## src/rtl/mult_booth_pkg.sv

```systemverilog
// Shared definitions for the radix-2 Booth multiplier: FSM encoding and
// the default operand width.
package mult_booth_pkg;

   localparam int DEFAULT_WIDTH = 32;

   typedef enum logic [1:0] {
      ST_IDLE = 2'd0,
      ST_RUN  = 2'd1,
      ST_DONE = 2'd2
   } state_t;

endpackage

```

## src/rtl/mult_booth.sv

```systemverilog
// Sequential radix-2 Booth multiplier. One add/subtract/shift step per
// clock; a WIDTH x WIDTH signed multiply takes WIDTH steps in RUN plus one
// DONE cycle that publishes {hi,lo}.
module mult_booth
   import mult_booth_pkg::*;
#(
   parameter int WIDTH = DEFAULT_WIDTH
) (
   input  logic             clk,
   input  logic             reset,
   input  logic             start,
   input  logic [WIDTH-1:0] a,
   input  logic [WIDTH-1:0] b,
   output logic [WIDTH-1:0] hi,
   output logic [WIDTH-1:0] lo,
   output logic             busy,
   output logic             done
);

   localparam int            CW       = $clog2(WIDTH + 1);
   localparam logic [CW-1:0] CNT_INIT = CW'(WIDTH);
   localparam logic [CW-1:0] CNT_LAST = CW'(1);

   state_t           state;
   state_t           state_next;

   // Working registers: multiplicand, partial-product accumulator (one
   // guard bit), multiplier/low product, Booth history bit, step counter.
   logic [WIDTH-1:0] m_reg;
   logic [WIDTH:0]   acc;
   logic [WIDTH-1:0] q;
   logic             q_1;
   logic [CW-1:0]    count;

   logic [WIDTH:0]   m_ext;
   logic [WIDTH:0]   acc_sum;
   logic [WIDTH:0]   acc_next;
   logic [WIDTH-1:0] q_next;
   logic             q_1_next;

   // One Booth step: add/subtract the sign-extended multiplicand, then
   // arithmetic-shift {acc,q,q_1} right by one. The extra accumulator bit
   // keeps -(-2^(WIDTH-1)) representable.
   always_comb begin
      m_ext = {m_reg[WIDTH-1], m_reg};
      case ({q[0], q_1})
         2'b01:   acc_sum = acc + m_ext;
         2'b10:   acc_sum = acc - m_ext;
         default: acc_sum = acc;
      endcase
      acc_next = {acc_sum[WIDTH], acc_sum[WIDTH:1]};
      q_next   = {acc_sum[0], q[WIDTH-1:1]};
      q_1_next = q[0];
   end

   // Next-state logic and the busy flag.
   always_comb begin
      state_next = state;
      busy       = 1'b0;
      case (state)
         ST_IDLE: begin
            if (start) state_next = ST_RUN;
         end
         ST_RUN: begin
            busy = 1'b1;
            if (count == CNT_LAST) state_next = ST_DONE;
         end
         ST_DONE: begin
            busy       = 1'b1;
            state_next = ST_IDLE;
         end
         default: state_next = ST_IDLE;
      endcase
   end

   // State register.
   always_ff @(posedge clk) begin
      if (reset) state <= ST_IDLE;
      else       state <= state_next;
   end

   // Operand capture on accept, one Booth step per RUN cycle.
   always_ff @(posedge clk) begin
      if (reset) begin
         m_reg <= '0;
         acc   <= '0;
         q     <= '0;
         q_1   <= 1'b0;
         count <= '0;
      end else begin
         case (state)
            ST_IDLE: begin
               if (start) begin
                  m_reg <= a;
                  acc   <= '0;
                  q     <= b;
                  q_1   <= 1'b0;
                  count <= CNT_INIT;
               end
            end
            ST_RUN: begin
               acc   <= acc_next;
               q     <= q_next;
               q_1   <= q_1_next;
               count <= count - CW'(1);
            end
            default: ;
         endcase
      end
   end

   // Result publication: hi/lo only change in DONE, so they hold the
   // previous result throughout a new RUN; done is a one-cycle pulse.
   always_ff @(posedge clk) begin
      if (reset) begin
         hi   <= '0;
         lo   <= '0;
         done <= 1'b0;
      end else begin
         done <= (state == ST_DONE);
         if (state == ST_DONE) begin
            hi <= acc[WIDTH-1:0];
            lo <= q;
         end
      end
   end

endmodule

```

## config.mk

```make
export PLATFORM = sky130hd
export DESIGN_NAME = mult_booth
export DESIGN_NICKNAME = d
export VERILOG_FILES = /design/src/rtl/mult_booth_pkg.sv /design/src/rtl/mult_booth.sv
export SDC_FILE = /design/constraint.sdc
export NUM_CORES = 1
export LEC_CHECK = 0
export ABC_CLOCK_PERIOD_IN_PS = 10610
export BUFFER_PORTS_ARGS = -buffer_cell sky130_fd_sc_hd__buf_2
export CORE_MARGIN = 10
export CORE_UTILIZATION = 25
export CTS_BUF_LIST = sky130_fd_sc_hd__clkbuf_16
export DETAILED_ROUTE_END_ITERATION = 6
export PLACE_DENSITY = 0.5
export RECOVER_POWER = 25
export SETUP_SLACK_MARGIN = 0.15
export SLEW_MARGIN = 40
export SYNTH_ARGS = -nofsm -noshare
export SYNTH_HDL_FRONTEND = slang
export SYNTH_SLANG_ARGS = --single-unit
```

## constraint.sdc

```tcl
create_clock -name clk -period 10.61 [get_ports clk]
set_input_delay 2.122 -clock clk [delete_from_list [all_inputs] [get_ports clk]]
set_output_delay 2.122 -clock clk [all_outputs]
set_load 0.05 [all_outputs]
```

==> flow_metrics.env <==
export IMPL_slew_headroom_pct=-95.6
export IMPL_synth_edf_count=0
export IMPL_setup_slack_ns=4.18
export IMPL_hold_buffers=0
export IMPL_routed_via_density=4.84
export IMPL_die_x_um=211
export IMPL_diodes=0
export IMPL_fmax_mhz=156
export IMPL_post_route_cell_area_mm2=0.0108
export IMPL_ys_seq_elements=170
export IMPL_grt_pass1_wl_mm=43.4
export IMPL_cap_violations=3
export IMPL_grt_overflow=0
export IMPL_critPathTopFamily="buffers and inverters"
export IMPL_synth_cell_type_count=60
export IMPL_slew_viol_final=176
export IMPL_layout_commonest_cell="nor2_1"
export IMPL_clk_latency_ns=0.45
export IMPL_start_util_pct=25.5
export IMPL_core_mm2=0.0358
export IMPL_rows=69
export IMPL_ys_warn_count=0
export IMPL_drt_met1_wl_mm=14.6
export IMPL_path_buf_inv=2
export IMPL_clockBufferDepth=2
export IMPL_die_h_um=211
export IMPL_power_density_mw_per_mm2=166
export IMPL_path_cells="clkbuf_1 -> clkbuf_1 -> or3_1 -> nor3_1 -> o211ai_1 -> nand3_1"
export IMPL_cts_clk_slew_worst_paths_ns=0.08
export IMPL_hold_path_class="reg2reg"
export IMPL_syn_avg_cell_area_um2=8.28
export IMPL_end_kind="flop"
export IMPL_ir_drop_v=0.0000849
export IMPL_worstPathArrival_ns=6.76
export IMPL_dp_hpwl_mm=19.7
export IMPL_cts_resized=0
export IMPL_fin_util_pct=30.1
export IMPL_nets=1301
export IMPL_tightest_slew_ns=2.93
export IMPL_finalHoldViolCount=0
export IMPL_layout_common_cells="nor2_1, dfxtp_1, buf_2, nand2_1, a21oi_1"
export IMPL_synth_area_mm2=0.00913
export IMPL_regArea_mm2=0.00340
export IMPL_worst_hold_slack_ns=0.486
export IMPL_fillers=3824
export IMPL_routed_wirelength_mm=27.4
export IMPL_finClkSkew_ns=0.0126
export IMPL_status="finished with violations"
export IMPL_numCtsBuffers=17
export IMPL_layout_drive_gt1_share_pct=15.4
export IMPL_die_area_mm2=0.0446
export IMPL_startpoint_type="input port"
export IMPL_clkSinkCount=170
export IMPL_ys_async_sr_fraction_pct=0
export IMPL_cts_tree="yes"
export IMPL_crit_required_ns=10.94
export IMPL_setup_tns_ns=0
export IMPL_met2_length_mm=11.3
export IMPL_cp_slowest_cell="clkbuf_1"
export IMPL_drtIter0Drc=553
export IMPL_highest_layer="met4"
export IMPL_pin_count=133
export IMPL_cts_root_buffer="clkbuf_16"
export IMPL_drc=0
export IMPL_num_vias=8070
export IMPL_wl_per_cell_um=16.4
export IMPL_period_share_pct=60.6
export IMPL_dp_slack_ns=6.00
export IMPL_grt_max_degree=67
export IMPL_cpPeakStageDelay_ns=2.17
export IMPL_power_mw=1.79
export IMPL_leakage_nw=4.23
export IMPL_cpMostUsedCell="clkbuf_1"
export IMPL_grt_usage_pct=12.1
export IMPL_routed_wl_met3_mm=1.28
export IMPL_grt_pass1_vias=7561
export IMPL_path_max_fanout=66
export IMPL_synth_nets=1209
export IMPL_failed_checks="capacitance limit, slew limit"
export IMPL_ant_nets=0
export IMPL_synthFlopType="dfxtp_1"
export IMPL_cts_htree_levels=4
export IMPL_min_period_ns=6.43
export IMPL_placed_cell_area_mm2=0.0102
export IMPL_postCtsSetupRepairBufs=0
export IMPL_yosysSeqAreaShare_pct=37.3
export IMPL_multi_input_area_mm2=0.00537
export IMPL_syn_instance_count=1102
export IMPL_stdcell_count=1668
export IMPL_globalplace_congestion=0.856
export IMPL_setup_viol_count_final=0
export IMPL_syn_to_final_growth_pct=18.2
export IMPL_dr_pass1_iters=5
export IMPL_rsz0062_at_grt="false"
export IMPL_worstSetupPathType="in2reg"
export IMPL_antenna_found_initial=0
export IMPL_place_inst=1636
export IMPL_io_buffer_count=132
[power breakdown]
part           total, mW  switching, mW  leakage (nW)  internal, mW
clock              0.637          0.319         0.289         0.318
combinational      0.443          0.269          2.56         0.175
sequential         0.714         0.0394          1.38         0.674
[cells by family after synthesis]
kind of cell	share of synthesized area (%)
simple gates	18.7
compound gates	20.8
flops	37.3
buf+inv	4.14
mux	8.33
xor+xnor	5.18
fa+ha+maj	5.56
[tightest hold or removal path: cells and delay by family, from the launching register on]
kind	cells	cell delay (ns)
AO/OA/AOI/OAI	1	0.05
flip-flops	1	0.33
AND/OR/NAND/NOR	1	0.06
[layout make-up]
cell class | instances | share of cell area (%)
timing repair buffer | 144 | 6.88
tap | 461 | 5.35
multi-input combinational | 835 | 49.8
sequential | 170 | 31.5
inverter | 26 | 0.905
clock inverter | 15 | 1.60
clock buffer | 17 | 3.94
[synthesized netlist by cell type (2+ instances only)]
cell type    n  area [um2]
nor2_1     176         661
dfxtp_1    170        3400
nand2_1     99         372
a21oi_1     79         395
mux2i_1     76         761
clkbuf_1    66         248
o21ai_0     47         235
xnor2_1     42         368
ha_1        39         488
a22oi_1     26         195
inv_1       26        97.6
a2111oi_0   24         210
nand3b_1    23         173
a21o_1      18         135
a211oi_1    17         128
a31oi_1     16         100
nor3_1      15        75.1
nand3_1     14        70.1
xor2_1      12         105
o22ai_1     11        68.8
nand2b_1    10        62.6
o211ai_1     8        60.1
o21a_1       7        52.6
a21boi_0     5        37.5
and3_1       5        31.3
o31ai_1      5        37.5
a222oi_1     4        40.0
nor2b_1      4        25.0
or3_1        4        25.0
or4_1        4        30.0
and2_1       3        18.8
buf_1        3        11.3
nor3b_1      3        22.5
nor4_1       3        18.8
o21bai_1     3        22.5
o221ai_1     3        26.3
o311ai_0     3        26.3
or3b_2       3        26.3
a211o_1      2        17.5
a221oi_1     2        17.5
a311o_1      2        20.0
o2111ai_1    2        17.5
[final timing paths]
kind / start / endpoint / slack [ns] / cells past startpoint
max: reset / acc[31] / 4.18 / 6
min: m_reg[21] / m_reg[21] / 0.49 / 2
max reg2reg: m_reg[2] / acc[19] / 5.93 / 13
min reg2reg: m_reg[21] / m_reg[21] / 0.49 / 2
[routing by layer]
metal | vias to the layer above | track usage [%]
li1 | 4129 | -
met1 | 3746 | 18.1
met2 | 180 | 17.1
met3 | 15 | 2.54
met4 | 0 | 2.70
met5 | - | 0
No activity file was read; power rests on OpenSTA's default activity.
